$ cat src/rtl/pc_select_freg_pkg.sv
// Shared Y86-64 definitions for the F-stage PC select block: word type, icodes and status codes.
package pc_select_freg_pkg;

    localparam int unsigned WordW = 64;

    typedef logic [WordW-1:0] word_t;

    localparam logic [3:0] IcodeHalt = 4'h0;
    localparam logic [3:0] IcodeJxx  = 4'h7;
    localparam logic [3:0] IcodeCall = 4'h8;
    localparam logic [3:0] IcodeRet  = 4'h9;

    typedef enum logic [2:0] {
        StatAok = 3'd1,
        StatHlt = 3'd2,
        StatAdr = 3'd3,
        StatIns = 3'd4
    } stat_e;

endpackage

$ cat src/rtl/pc_select_freg_if.sv
// Bus between pipeline/fetch and the F-stage PC select block.
// Counter outputs exist only when PC_SELECT_PERF_EN is defined.
interface pc_select_freg_if;
    import pc_select_freg_pkg::*;

    logic       F_stall;
    logic [3:0] f_icode;
    word_t      f_valC;
    word_t      f_valP;
    logic       f_instr_valid;
    logic       f_imem_error;
    logic [3:0] M_icode;
    logic       M_Cnd;
    word_t      M_valA;
    logic [3:0] W_icode;
    word_t      W_valM;
    logic [2:0] W_stat;
    word_t      f_pc;
    word_t      f_predPC;
    word_t      F_predPC;
    logic [2:0] f_stat;
    logic       halted;
`ifdef PC_SELECT_PERF_EN
    logic [31:0] fetch_count;
    logic [31:0] redirect_count;
`endif

    modport master (
        output F_stall, f_icode, f_valC, f_valP, f_instr_valid, f_imem_error,
        output M_icode, M_Cnd, M_valA, W_icode, W_valM, W_stat,
        input  f_pc, f_predPC, F_predPC, f_stat, halted
`ifdef PC_SELECT_PERF_EN
        , input fetch_count, redirect_count
`endif
    );

    modport slave (
        input  F_stall, f_icode, f_valC, f_valP, f_instr_valid, f_imem_error,
        input  M_icode, M_Cnd, M_valA, W_icode, W_valM, W_stat,
        output f_pc, f_predPC, F_predPC, f_stat, halted
`ifdef PC_SELECT_PERF_EN
        , output fetch_count, redirect_count
`endif
    );

endinterface

$ cat src/rtl/pc_select_freg_pc_predictor.sv
// Combinational next-PC prediction and fetched-instruction status for the F stage.
module pc_select_freg_pc_predictor
    import pc_select_freg_pkg::*;
(
    input  logic [3:0] f_icode_i,
    input  word_t      f_valc_i,
    input  word_t      f_valp_i,
    input  logic       f_instr_valid_i,
    input  logic       f_imem_error_i,
    output word_t      f_predpc_o,
    output logic [2:0] f_stat_o
);

    // Jumps are predicted taken; calls always go to the target.
    always_comb begin
        f_predpc_o = f_valp_i;
        if (f_icode_i == IcodeJxx || f_icode_i == IcodeCall) begin
            f_predpc_o = f_valc_i;
        end
    end

    always_comb begin
        f_stat_o = StatAok;
        if (f_imem_error_i) begin
            f_stat_o = StatAdr;
        end else if (!f_instr_valid_i) begin
            f_stat_o = StatIns;
        end else if (f_icode_i == IcodeHalt) begin
            f_stat_o = StatHlt;
        end
    end

endmodule

$ cat src/rtl/pc_select_freg.sv
// F-stage predicted-PC register, fetch PC select and sticky halt latch.
// Define PC_SELECT_PERF_EN to add saturating fetch/redirect counters.
module pc_select_freg
    import pc_select_freg_pkg::*;
#(
    parameter word_t RESET_PC = 64'h0
) (
    input  logic             clk,
    input  logic             rst_n,
    pc_select_freg_if.slave  bus
);

    word_t pred_pc_q, pred_pc_d;
    logic  halted_q, halted_d;
    word_t f_predpc;
    logic  mispredict, ret_redirect, fetch_en;

    pc_select_freg_pc_predictor u_pc_predictor (
        .f_icode_i       (bus.f_icode),
        .f_valc_i        (bus.f_valC),
        .f_valp_i        (bus.f_valP),
        .f_instr_valid_i (bus.f_instr_valid),
        .f_imem_error_i  (bus.f_imem_error),
        .f_predpc_o      (f_predpc),
        .f_stat_o        (bus.f_stat)
    );

    // Mispredict recovery from M outranks a ret target arriving in W.
    always_comb begin
        mispredict   = (bus.M_icode == IcodeJxx) && !bus.M_Cnd;
        ret_redirect = (bus.W_icode == IcodeRet);
        fetch_en     = !bus.F_stall && !halted_q;
        bus.f_pc     = pred_pc_q;
        if (mispredict) begin
            bus.f_pc = bus.M_valA;
        end else if (ret_redirect) begin
            bus.f_pc = bus.W_valM;
        end
    end

    always_comb begin
        pred_pc_d = pred_pc_q;
        halted_d  = halted_q;
        if (fetch_en) begin
            pred_pc_d = f_predpc;
        end
        if (bus.W_stat != StatAok) begin
            halted_d = 1'b1;
        end
    end

    always_ff @(posedge clk or negedge rst_n) begin
        if (!rst_n) begin
            pred_pc_q <= RESET_PC;
            halted_q  <= 1'b0;
        end else begin
            pred_pc_q <= pred_pc_d;
            halted_q  <= halted_d;
        end
    end

    assign bus.f_predPC = f_predpc;
    assign bus.F_predPC = pred_pc_q;
    assign bus.halted   = halted_q;

`ifdef PC_SELECT_PERF_EN
    logic [31:0] fetch_cnt_q, fetch_cnt_d;
    logic [31:0] redir_cnt_q, redir_cnt_d;

    always_comb begin
        fetch_cnt_d = fetch_cnt_q;
        redir_cnt_d = redir_cnt_q;
        if (fetch_en && fetch_cnt_q != 32'hFFFF_FFFF) begin
            fetch_cnt_d = fetch_cnt_q + 32'd1;
        end
        if ((mispredict || ret_redirect) && redir_cnt_q != 32'hFFFF_FFFF) begin
            redir_cnt_d = redir_cnt_q + 32'd1;
        end
    end

    always_ff @(posedge clk or negedge rst_n) begin
        if (!rst_n) begin
            fetch_cnt_q <= 32'd0;
            redir_cnt_q <= 32'd0;
        end else begin
            fetch_cnt_q <= fetch_cnt_d;
            redir_cnt_q <= redir_cnt_d;
        end
    end

    assign bus.fetch_count    = fetch_cnt_q;
    assign bus.redirect_count = redir_cnt_q;
`endif

endmodule

$ cat src/flat_wrapper.sv
// flat-port wrapper written by rule: the top's interface ports become plain ports
module pc_select_freg_flat import pc_select_freg_pkg::*;
#(
    parameter word_t RESET_PC = 64'h0
)
  (clk, rst_n, bus_F_stall, bus_f_icode, bus_f_valC, bus_f_valP, bus_f_instr_valid, bus_f_imem_error, bus_M_icode, bus_M_Cnd, bus_M_valA, bus_W_icode, bus_W_valM, bus_W_stat, bus_f_pc, bus_f_predPC, bus_F_predPC, bus_f_stat, bus_halted);
  pc_select_freg_if bus_i ();
  input  logic clk;
  input  logic rst_n;
  input wire logic [$bits(bus_i.F_stall)-1:0] bus_F_stall;
  input wire logic [$bits(bus_i.f_icode)-1:0] bus_f_icode;
  input wire logic [$bits(bus_i.f_valC)-1:0] bus_f_valC;
  input wire logic [$bits(bus_i.f_valP)-1:0] bus_f_valP;
  input wire logic [$bits(bus_i.f_instr_valid)-1:0] bus_f_instr_valid;
  input wire logic [$bits(bus_i.f_imem_error)-1:0] bus_f_imem_error;
  input wire logic [$bits(bus_i.M_icode)-1:0] bus_M_icode;
  input wire logic [$bits(bus_i.M_Cnd)-1:0] bus_M_Cnd;
  input wire logic [$bits(bus_i.M_valA)-1:0] bus_M_valA;
  input wire logic [$bits(bus_i.W_icode)-1:0] bus_W_icode;
  input wire logic [$bits(bus_i.W_valM)-1:0] bus_W_valM;
  input wire logic [$bits(bus_i.W_stat)-1:0] bus_W_stat;
  output wire logic [$bits(bus_i.f_pc)-1:0] bus_f_pc;
  output wire logic [$bits(bus_i.f_predPC)-1:0] bus_f_predPC;
  output wire logic [$bits(bus_i.F_predPC)-1:0] bus_F_predPC;
  output wire logic [$bits(bus_i.f_stat)-1:0] bus_f_stat;
  output wire logic [$bits(bus_i.halted)-1:0] bus_halted;
  assign bus_i.F_stall = bus_F_stall;
  assign bus_i.f_icode = bus_f_icode;
  assign bus_i.f_valC = bus_f_valC;
  assign bus_i.f_valP = bus_f_valP;
  assign bus_i.f_instr_valid = bus_f_instr_valid;
  assign bus_i.f_imem_error = bus_f_imem_error;
  assign bus_i.M_icode = bus_M_icode;
  assign bus_i.M_Cnd = bus_M_Cnd;
  assign bus_i.M_valA = bus_M_valA;
  assign bus_i.W_icode = bus_W_icode;
  assign bus_i.W_valM = bus_W_valM;
  assign bus_i.W_stat = bus_W_stat;
  assign bus_f_pc = bus_i.f_pc;
  assign bus_f_predPC = bus_i.f_predPC;
  assign bus_F_predPC = bus_i.F_predPC;
  assign bus_f_stat = bus_i.f_stat;
  assign bus_halted = bus_i.halted;
  pc_select_freg #(.RESET_PC(RESET_PC)) u_core (.clk(clk), .rst_n(rst_n), .bus(bus_i));
endmodule
$ cat config.mk
export PLATFORM = sky130hd
export DESIGN_NAME = pc_select_freg_flat
export DESIGN_NICKNAME = d
export VERILOG_FILES = /design/src/rtl/pc_select_freg_pkg.sv /design/src/rtl/pc_select_freg_if.sv /design/src/rtl/pc_select_freg_pc_predictor.sv /design/src/rtl/pc_select_freg.sv /design/src/flat_wrapper.sv
export SDC_FILE = /design/constraint.sdc
export NUM_CORES = 1
export LEC_CHECK = 0
export BUFFER_PORTS_ARGS = -buffer_cell sky130_fd_sc_hd__clkbuf_2
export CAP_MARGIN = 20
export CORE_AREA = 2 2 184 186
export CTS_BUF_LIST = sky130_fd_sc_hd__clkbuf_16
export DETAILED_ROUTE_END_ITERATION = 8
export DIE_AREA = 0 0 186 188
export SYNTH_ARGS = -nofsm -noshare
export SYNTH_HDL_FRONTEND = slang
export SYNTH_SLANG_ARGS = --single-unit
$ cat constraint.sdc
create_clock -name clk -period 4.1 [get_ports clk]
set_input_delay 0.82 -clock clk [delete_from_list [all_inputs] [get_ports clk]]
set_output_delay 0.82 -clock clk [all_outputs]
set_load 0.02 [all_outputs]
Word-level counts from Yosys, hierarchy flattened:

Index checks and enable logic that the tools add are counted.

* flip-flop bits (word level): 65
* input bits: 277
* output and inout bits: 196
* logic and storage cells: 20

* equality and inequality tests: 5
* multiplexer cells: 6
* reduce and logical (&&, ||, !) cells: 7

Operator list (number)
* $mux 64: 3
* $eq 4x3->1 const B: 2
* $eq 4x4->1 const B: 2
* $mux 3: 2
* $logic_not 4->1: 1
* $logic_not 1->1: 3
* $ne 3x1->1 const B: 1
* $logic_and 1x1->1: 2
* $mux 2: 1
* $logic_or 1x1->1: 1

Logic depth before layout (Yosys ltp):

Gate-level depths: netlist (run 1).

* depth in word-level cells: 4
* mapped depth: 5
* mapped depth without buffers: 3

Modules after synthesis:

From an unflattened synthesis (run 1), not the netlist that was laid out.

* cells, all modules: 736
* area, all modules: 7831.3 sq um

Modules (own cells, without submodules)
* pc_select_freg: instances 1, cells each 281, area an instance 4488.1 sq um, seq. area each 1626.6 sq um
* pc_select_freg_pc_predictor: instances 1, cells each 455, area an instance 3343.2 sq um, seq. area each 0.0 sq um

Worst setup path after synthesis (run 1):

OpenSTA, ideal clock, no wires.

* path kind: input port to output port
* start point: input bus_W_icode[1]
* end point: output bus_f_pc[10]
* arrival time: 2005 ps
* required time: 3280 ps
* slack: 1275 ps
* stages on the path: 5
* buffers on the path: 2
* cell sequence: and4bb_1 -> buf_6 -> buf_6 -> mux2_2 -> mux2_2

* longest elaborated chain between the ends: 3

Ends and longest elaborated chain
* from (decl): RTL line flat_wrapper.sv:19 `input wire logic [$bits(bus_i.W_icode)-1:0] bus_W_icode;`
* $eq 4x4->1: RTL line pc_select_freg.sv:31 `ret_redirect = (bus.W_icode == IcodeRet);`
* $mux 64: RTL line pc_select_freg.sv:36 `end else if (ret_redirect) begin`
* $mux 64: RTL line pc_select_freg.sv:34 `if (mispredict) begin`
* to (decl): RTL line flat_wrapper.sv:22 `output wire logic [$bits(bus_i.f_pc)-1:0] bus_f_pc;`

Every way passes these cells.

Worst setup path after layout (run 1):

* start point: input bus_M_icode[3]
* end point: output bus_f_pc[50]

* longest elaborated chain between the ends: 3

Ends and longest elaborated chain
* from (decl): RTL line flat_wrapper.sv:16 `input wire logic [$bits(bus_i.M_icode)-1:0] bus_M_icode;`
* $eq 4x3->1: RTL line pc_select_freg.sv:30 `mispredict = (bus.M_icode == IcodeJxx) && !bus.M_Cnd;`
* $logic_and 1x1->1: RTL line pc_select_freg.sv:30
* $mux 64: RTL line pc_select_freg.sv:34

Every way passes these cells.

==> results of run 1 <==
[cell families after synthesis]
group	count (synthesis)	share of synthesized area, %
buffers and inverters	55	6.54
AOI/OAI and AO/OA	130	14.2
DFF	65	31.4
and+or+nand+nor	203	20.0
muxes	128	27.8
[cells in the final DEF (no fill, tap or decap), drive strengths merged, types with 2 or more instances in the layout]
cell type  Yosys  routed
nor2          66      66
inv            1       4
dfrtp         65      65
nand2         65      65
a31oi         64      64
o21ai         64      64
or4b           2       2
clkbuf        25     480
buf           29      10
nand3         64      64
mux2         128     128
clkinv         0       4
[where the power goes]
part	leakage, nW	internal, mW	total (mW)	switching (mW)
Clock	0.143	0.400	0.736	0.336
Sequential	0.788	0.700	0.763	0.0637
Combinational	3.47	0.368	0.887	0.519
[metrics by stage]
step | instances | utilization [%]
after floorplan | 581 | -
after detailed placement | 1456 | 23.9
after global placement | 1456 | 23.9
final | 1472 | 24.7
after global routing | 1472 | 24.7
after CTS | 1472 | 24.7
[synthesized netlist by cell type, drive strengths merged]
library cell	n
inv	1
dfrtp	65
a21o	1
buf	29
nor2	66
nor4bb	1
or4b	2
nor4	1
nand3	64
nand2	65
o21bai	1
a31oi	64
and4bb	1
clkbuf	25
o21ai	64
nor4b	1
nand4b	1
and4b	1
mux2	128
[worst min-delay path by stage]
stage | start | endpoint | slack [ns]
2_1_floorplan | rst_n | u_core.bus.F_predPC[0] | 0.52
3_3_place_gp | u_core.bus.F_predPC[24] | u_core.bus.F_predPC[24] | 0.56
3_5_place_dp | u_core.bus.F_predPC[47] | u_core.bus.F_predPC[47] | 0.57
4_1_cts | u_core.bus.F_predPC[47] | u_core.bus.F_predPC[47] | 0.58
5_1_grt | u_core.bus.F_predPC[46] | u_core.bus.F_predPC[46] | 0.60
6_report | u_core.bus.F_predPC[62] | u_core.bus.F_predPC[62] | 0.57
[layout make-up]
class / count / area (um2) / share of cell area [%]
well taps: 448 / 561 / 6.86
inverters: 1 / 3.75 / 0.0459
flip-flops and latches: 65 / 1630 / 19.9
multi-input cells: 461 / 3240 / 39.7
repair buffers: 481 / 2480 / 30.4
clock buffers: 9 / 225 / 2.76
clock inverters: 7 / 31.3 / 0.383
[critical path, delay by kind of cell]
family | cells | cell delay, ns
multiplexers | 1 | 0.30
AND/OR/NAND/NOR | 2 | 0.83
buffers and inverters | 3 | 0.55
[sequential cells by signal, summed over array words and instances, names as in the netlist]
| register | count |
|---|---|
| u_core.bus.F_predPC | 64 |
| u_core.bus.halted | 1 |
[metal layers]
| metal | vias to the layer above | share of wire (%) |
|---|---|---|
| li1 | 2995 | - |
| met1 | 3006 | 41 |
| met2 | 303 | 50 |
| met3 | 43 | 6.3 |
| met4 | 2 | 2.9 |
| met5 | - | 0.032 |
==> results by group, run 1 <==
Outcome
  – Outcome: finished clean

Setup path
  – Worst path max stage delay: 0.44 ns
  – Worst Path Arrival: 2.54 ns
  – CP endpoint kind: output pin
  – Slowest CP cell: nor4bb_1
  – Critical path class: primary input to output pin
  – Crit path cell chain: clkbuf_2, nor4bb_1, nand2_4, buf_12, mux2_2, clkbuf_2
  – Worst EP required: 3.28 ns
  – Critical path's most frequent cell: clkbuf_2
  – FF-to-FF path depth: 4
  – CP startpoint kind: primary input
  – CP max FO: 36
  – Reg2Reg Setup Slack: 2.69 ns
  – End of the critical path: bus_f_pc[50]
  – FF-to-FF End: u_core.bus.F_predPC[6]
  – Reg2reg start: u_core.bus.halted
  – Worst setup path start: bus_M_icode[3]

Clocking
  – Post_cts resized: 0
  – CTS root buf: clkbuf_16
  – Post-CTS setup buffer count: 0
  – CTS sink cnt: 65
  – Longest Clk Path Bufs: 2
  – Clock-pin slew on the worst setup and hold paths: 0.06 ns
  – TritonCTS Buffers: 9
  – Htree depth: 3
  – CTS tree: yes
  – Hold_buf cts: 0
  – Worst-Skew Late Latency: 0.34 ns

Floorplanning
  – Core region area: 33100 um2
  – DIE AREA: 35000 um2
  – Die height: 188 um
  – Row count: 67
  – Die X: about 190 um
  – I/O pin count: 473
  – Initial Utilization: ~16%

Timing
  – Fin. max-slew vios: 0
  – Tmin final: 3.36 ns
  – Worst Tran Pin Value: 1.02 ns
  – Setup TNS: 0 ns
  – Slew HR: 32.1%
  – RSZ-0062 raised after global routing: false
  – Hold slack: 0.571 ns
  – Final-report hold violation count: 0
  – Worst Skew: 0.00724 ns
  – Final worst setup slack: approximately 0.74 ns
  – Fmax achieved: 297 MHz
  – Final period utilization: roughly 82%
  – # setup viols final: 0

Routing
  – Drt drc: 0
  – Vias/cell: 4.31
  – Drt pass-1 iters: 4
  – 1st-iter DRT viols: 350
  – Vias: 6349
  – WL final: ~25000 um
  – Wire length per cell: 17.2 um
  – Antenna viol nets, final: 0

Layout
  – Layout cell share with drive strength beyond 1: 59.2%
  – Fillers: 3688
  – Final nets: 1296
  – Synth-to-Final Area Change: 57.7%
  – Fin area: 8170 um2
  – N_diodes: 0

Yosys
  – Dominant cells by area after synthesis: dfrtp_1, mux2_2, mux2_1
  – Syn Nets: approximately 860
  – Cells after Synth: 581
  – Post-synth cell types: 26
  – Syn. warnings: 0
  – Synthesized area per cell: between 8 and 9 um2
  – Syn Std Cell Area: 5180 um2
  – Synthesized flop and latch total: 65
  – Post-synth top area cell: dfrtp_1
  – Sequential-to-total area share from yosys stat: about a third
  – Share of the synthesized area in the top cell type: around a third

Hold path
  – Hold Path Depth: 2
  – Worst hold path type: flip-flop to flip-flop

Global route
  – Vias in the first global route: 6257
  – Met3 usage: 2.18%
  – GRT met1 Usage: 16.5%
  – Overall routing resource usage: 13.6%
  – M2 GR Usage: 23.8%
  – Initial antenna violation count: 1
  – Largest net degree at the start of global routing: 129
  – Global-route wire length before repair: 36000 um
  – GRT Max-Usage Layer: met2
  – Final global-route overflow total: 0

Power
  – Pwr Density: 292 nW/um2
  – Overall power: 2.39 mW
  – VDD IR max: 0.168 mV
  – Static leakage: 4.40 nW

Place
  – Post-DP HPWL: 19200 um
  – DP Area: 7910 um2
  – Placer Congestion: 0.936
  – IO Port Bufs: 472
  – Place WS: 0.688 ns

Run
  – Max Cap Viol: 0
(Power assumes the default switching activity.)
==> run 2: changes to the inputs <==
Settings changed: CORE_AREA 2 2 184 186 to 2 2 185 187, DIE_AREA 0 0 186 188 to 0 0 187 189.
Clock period 4.1 ns to 3.2 ns, I/O delays scaled along.
==> run 2 against run 1 <==
- combinational power up 27%
- clock skew up 0.0027 ns
- setup slack worse by 0.35 ns
==> results by group, run 2 (synthesis gave the netlist of run 1 again) <==
Clocking
  – Post_cts resized: 0
  – CTS tree: yes
  – CTS sink cnt: 65
  – Worst-Skew Late Latency: 0.34 ns
  – Clock-pin slew on the worst setup and hold paths: 0.06 ns
  – Post-CTS setup buffer count: 0
  – TritonCTS Buffers: 9
  – Longest Clk Path Bufs: 2
  – CTS root buf: clkbuf_16
  – Hold_buf cts: 0
  – Htree depth: 3

Routing
  – WL final: roughly 24000 um
  – Vias: 6285
  – Wire length per cell: 16.3 um
  – Wire length on met3: approximately 1400 um
  – 1st-iter DRT viols: 384
  – Drt pass-1 iters: 4
  – Vias/cell: 4.27
  – Wire length on met1: 9940 um
  – Top routing layer in use: met4
  – Met2 WL: 12100 um
  – Drt drc: 0
  – Antenna viol nets, final: 0

Floorplanning
  – Initial Utilization: 15.6%
  – I/O pin count: 473
  – DIE AREA: 35300 um2
  – Core region area: 33300 um2
  – Die X: roughly 190 um
  – Row count: 67
  – Die height: 189 um

Global route
  – Largest net degree at the start of global routing: 129
  – Vias in the first global route: 6199
  – Global-route wire length before repair: roughly 36000 um
  – Initial antenna violation count: 0
  – Overall routing resource usage: 12.9%
  – Final global-route overflow total: 0

Layout
  – Fillers: 3645
  – Max reg flops: 64
  – N_diodes: 0
  – Final nets: 1297
  – Most frequent cells in the layout: clkbuf_2, mux2_2, nor2_1, dfrtp_1
  – Synth-to-Final Area Change: 58.7%
  – Fin area: 8220 um2
  – Layout cell share with drive strength beyond 1: 59.4%
  – Most common cell after layout, fill and taps aside: clkbuf_2

Timing
  – RSZ-0062 raised after global routing: false
  – Fmax achieved: 355 MHz
  – Fin. max-slew vios: 0
  – Worst Tran Pin Value: between 0.9 and 1 ns
  – Final period utilization: a little under 90%
  – # setup viols final: 0
  – Final-report hold violation count: 0
  – Setup TNS: 0 ns
  – Slew HR: a little under two fifths
  – Tmin final: ~2.8 ns
  – Worst Skew: roughly 0.010 ns

Place
  – IO Port Bufs: 472
  – Post-DP HPWL: 18400 um
  – DP Area: around 8000 um2
  – Placer Congestion: 0.844

Setup path
  – Critical path class: primary input to output pin
  – CP startpoint kind: primary input
  – Worst Path Arrival: 2.18 ns
  – Worst EP required: between 2 and 3 ns
  – CP max FO: 37
  – CP endpoint kind: output pin

Power
  – Static leakage: approximately 4.4 nW
  – VDD IR max: 0.224 mV
  – Pwr Density: ~370 nW/um2

Hold path
  – Worst hold path type: primary input to async pin

Outcome
  – Outcome: finished clean

Run
  – Max Cap Viol: 0
run 2: cell count changes in the layout (fill, tap and decap cells not counted), sizes merged:
cell	change
clkinvlp	+2
inv	-2
buf	+1
run 2: final cells by class:
cell class | count | area [um2] | share of cell area (%)
clock buffer | 9 | 225 | 2.74
clock inverter | 7 | 38.8 | 0.472
inverter | 1 | 3.75 | 0.0457
multi-input combinational | 461 | 3240 | 39.4
sequential | 65 | 1630 | 19.8
tap | 448 | 561 | 6.82
timing repair buffer | 482 | 2530 | 30.7
run 2: metal layers:
layer | vias to the layer above | track usage [%]
li1 | 2985 | -
met4 | 0 | 4.95
met3 | 27 | 2.43
met5 | - | 0
met2 | 277 | 22.2
met1 | 2996 | 16.1
run 2: report_power, final:
| part | internal, mW | leakage (nW) | switching (mW) | total, mW |
|---|---|---|---|---|
| registers | 0.897 | 0.788 | 0.0763 | 0.973 |
| logic | 0.474 | 3.49 | 0.661 | 1.13 |
| clock network | 0.516 | 0.132 | 0.403 | 0.919 |
| total | 1.89 | 4.41 | 1.14 | 3.03 |
run 2: through the flow:
| stage | setup slack, ns | total power, mW | util [%] | cells | hold slack, ns |
|---|---|---|---|---|---|
| after CTS | 0.404 | 3.09 | 24.7 | 1473 | 0.468 |
| after global placement | 0.432 | 2.11 | 23.9 | 1457 | 0.556 |
| after floorplan | 0.735 | 1.61 | - | 581 | 0.344 |
| after global routing | 0.352 | 3.22 | 24.7 | 1473 | 0.484 |
| final | 0.383 | 3.03 | 24.7 | 1473 | 0.448 |
| after detailed placement | 0.417 | 2.13 | 23.9 | 1457 | 0.561 |
run 2: final timing paths:
kind	slack, ns	end	from	depth (start not counted)
max	0.38	bus_f_pc[59]	bus_W_icode[1]	6
min	0.45	u_core.bus.F_predPC[54]	rst_n	1
max reg2reg	1.81	u_core.bus.F_predPC[34]	u_core.bus.halted	4
min reg2reg	0.57	u_core.bus.F_predPC[43]	u_core.bus.F_predPC[43]	2
max in group asynchronous	2.14	u_core.bus.F_predPC[30]	rst_n	1
min in group clk	0.50	u_core.bus.halted	bus_W_stat[1]	2
run 2: critical path, cell delays in order:
cell	delay (ns)
clkbuf_2	0.08
and4bb_4	0.36
buf_12	0.23
mux2_1	0.36
mux2_2	0.29
clkbuf_2	0.16
==> run 3: changes to the inputs <==
Settings changed: ABC_AREA set to 1, CORE_AREA 2 2 185 187 to 2 2 184 186, DIE_AREA 0 0 187 189 to 0 0 186 188.
==> run 3 against run 2 <==
- setup slack improved by 0.14 ns
- final area increased by 11%
- first-iteration DRC count increased by 7.6%
- synthesized cell count increased by 60%
- total power increased by 8.2%
- die area decreased by 1.1%
- hold slack got worse by 0.012 ns
- clock skew decreased by 0.0036 ns
- flip-flop and latch count unchanged
- clock-buffer cell count unchanged
- sequential share of layout area decreased by 2.0 points
- largest cell class unchanged
==> results by group, run 3 <==
Layout
  – Most common cell after layout, fill and taps aside: clkbuf_2
  – Layout cell share with drive strength beyond 1: 42.0%
  – Max reg flops: 64
  – Final nets: 1637
  – Fin area: between 9000 and 10000 um2
  – Fin cells: 1813
  – Most frequent cells in the layout: clkbuf_2, nand2_1, nand3_1
  – Synth-to-Final Area Change: 47.4%
  – N_diodes: 0

Setup path
  – FF-to-FF End: u_core.bus.F_predPC[23]
  – Reg2reg start: u_core.bus.halted
  – Worst Path Arrival: 2.04 ns
  – CP startpoint kind: primary input
  – Critical path class: primary input to output pin
  – Critical path's most frequent cell: clkbuf_2
  – FF-to-FF path depth: 4
  – CP bufs+invs: 3
  – CP max FO: 75
  – Crit path cell chain: clkbuf_2, nand2_1, nor2_1, nand2_4, buf_12, nand3_1, o21a_1, clkbuf_2
  – CP endpoint kind: output pin
  – Worst path max stage delay: 0.25 ns
  – Slowest CP cell: buf_12
  – Reg2Reg Setup Slack: 1.37 ns
  – CP delay by family, top: simple AND/OR/NAND/NOR gates
  – Worst EP required: 2.56 ns

Routing
  – Antenna viol nets, final: 0
  – Drt pass-1 iters: 4
  – 1st-iter DRT viols: approximately 410
  – Wire length per cell: approximately 15 um
  – Vias/cell: 4.34
  – Vias: 7867
  – WL final: 27500 um
  – Drt drc: 0

Place
  – Placer Congestion: 0.886
  – DP Area: ~8800 um2
  – Inst Count DP: 1797
  – Post-DP HPWL: 21100 um
  – IO Port Bufs: 472

Timing
  – Hold slack: 0.437 ns
  – Slew HR: 39.6%
  – Final-report hold violation count: 0
  – Fmax achieved: 373 MHz
  – RSZ-0062 raised after global routing: false
  – Tmin final: 2.68 ns
  – Final period utilization: a little over four fifths
  – Setup TNS: 0 ns
  – # setup viols final: 0
  – Fin. max-slew vios: 0
  – Worst Skew: ~0.0064 ns
  – Worst Tran Pin Value: 0.906 ns

Power
  – VDD IR max: 0.246 mV
  – Pwr Density: 357 nW/um2
  – Static leakage: 5.63 nW
  – Overall power: 3.27 mW

Yosys
  – Synth cell count leaders: nand2_1, nand3_1, inv_1
  – Post-synth EDFFs: 0
  – Share of the synthesized area in the top cell type: 26.2%
  – Post-synth ARST share: 100%
  – Synthesized flop and latch total: 65
  – Count leader, synth: nand2_1
  – Post-synth cell types: 19
  – Syn. warnings: 0
  – Post-synth top area cell: dfrtp_1
  – Syn Std Cell Area: 6220 um2
  – Post-synth top flop: dfrtp_1
  – Synthesized area per cell: 6.69 um2
  – Syn Nets: 1206
  – Sequential-to-total area share from yosys stat: a little over a quarter
  – Dominant cells by area after synthesis: dfrtp_1, nand3_1, nand2_1
  – Cells after Synth: 929

Outcome
  – Outcome: finished clean

Floorplanning
  – Die height: 188 um
  – Die X: 186 um
  – Initial Utilization: around a fifth
  – Core region area: around 33000 um2
  – Row count: 67
  – DIE AREA: 35000 um2
  – I/O pin count: 473

Global route
  – Final global-route overflow total: 0
  – Initial antenna violation count: 1
  – Global-route wire length before repair: 40300 um
  – Largest net degree at the start of global routing: 76
  – Vias in the first global route: 7419
  – Overall routing resource usage: approximately 15%

Clocking
  – Longest Clk Path Bufs: 2
  – CTS sink cnt: 65
  – Post-CTS setup buffer count: 0
  – Hold_buf cts: 0
  – TritonCTS Buffers: 9
  – CTS root buf: clkbuf_16
  – Worst-Skew Late Latency: between 0.3 and 0.4 ns
  – Post_cts resized: 0
  – CTS tree: yes
  – Htree depth: 3
  – Clock-pin slew on the worst setup and hold paths: roughly 0.06 ns

Run
  – Max Cap Viol: 0

Hold path
  – Worst hold path type: primary input to async pin
run 3: changes by cell type in the layout (fill, tap and decap cells not counted), sizes merged, moves of 128 or more:
| cell | change |
|---|---|
| inv | +135 |
| mux2 | -128 |
| nand2 | +201 |
| nand3 | +193 |
run 3: stage by stage:
stage,setup WS (ns),utilization [%]
2_1_floorplan,1.10,-
3_3_place_gp,0.590,26.7
3_5_place_dp,0.579,26.7
4_1_cts,0.580,27.7
5_1_grt,0.462,27.7
6_report,0.519,27.7
run 3: per-layer routing:
metal	GRT usage (%)	vias up	part of all wire (%)
li1	-	3797	-
met1	18.2	3668	41
met2	26.6	375	49
met3	3.19	25	7.4
met4	4.18	2	2.0
met5	0	-	0.044
run 3: worst max path at each step:
stage / end / slack, ns / startpoint / cells after the start
3_5_place_dp: bus_f_pc[26] / 0.58 / bus_M_icode[0] / 8
3_3_place_gp: bus_f_pc[26] / 0.59 / bus_M_icode[0] / 8
5_1_grt: bus_f_pc[26] / 0.46 / bus_M_icode[0] / 8
6_report: bus_f_pc[26] / 0.52 / bus_M_icode[0] / 8
4_1_cts: bus_f_pc[26] / 0.58 / bus_M_icode[0] / 8
2_1_floorplan: bus_f_predPC[10] / 1.10 / bus_f_icode[0] / 6
run 3: cells by family (layout without fill, tap and decap cells):
group,count (synthesis),count (layout),share of synthesized area [%]
buffers and inverters,202,638,17.0
AOI/OAI and AO/OA,65,65,7.81
DFF,65,65,26.2
and+or+nand+nor,597,597,49.1
run 3: layout make-up:
type,count,area (um2)
clock buffers,9,225
clock inverters,7,87.6
multi-input cells,662,3560
fillers,3726,24000
flip-flops and latches,65,1630
repair buffers,487,2590
well taps,448,561
inverters,135,507
run 3: report_power, final:
| group | total (mW) | internal, mW | switching [mW] |
|---|---|---|---|
| logic | 1.22 | 0.483 | 0.736 |
| registers | 0.962 | 0.891 | 0.0714 |
| clock network | 1.09 | 0.676 | 0.416 |
| total | 3.27 | 2.05 | 1.22 |
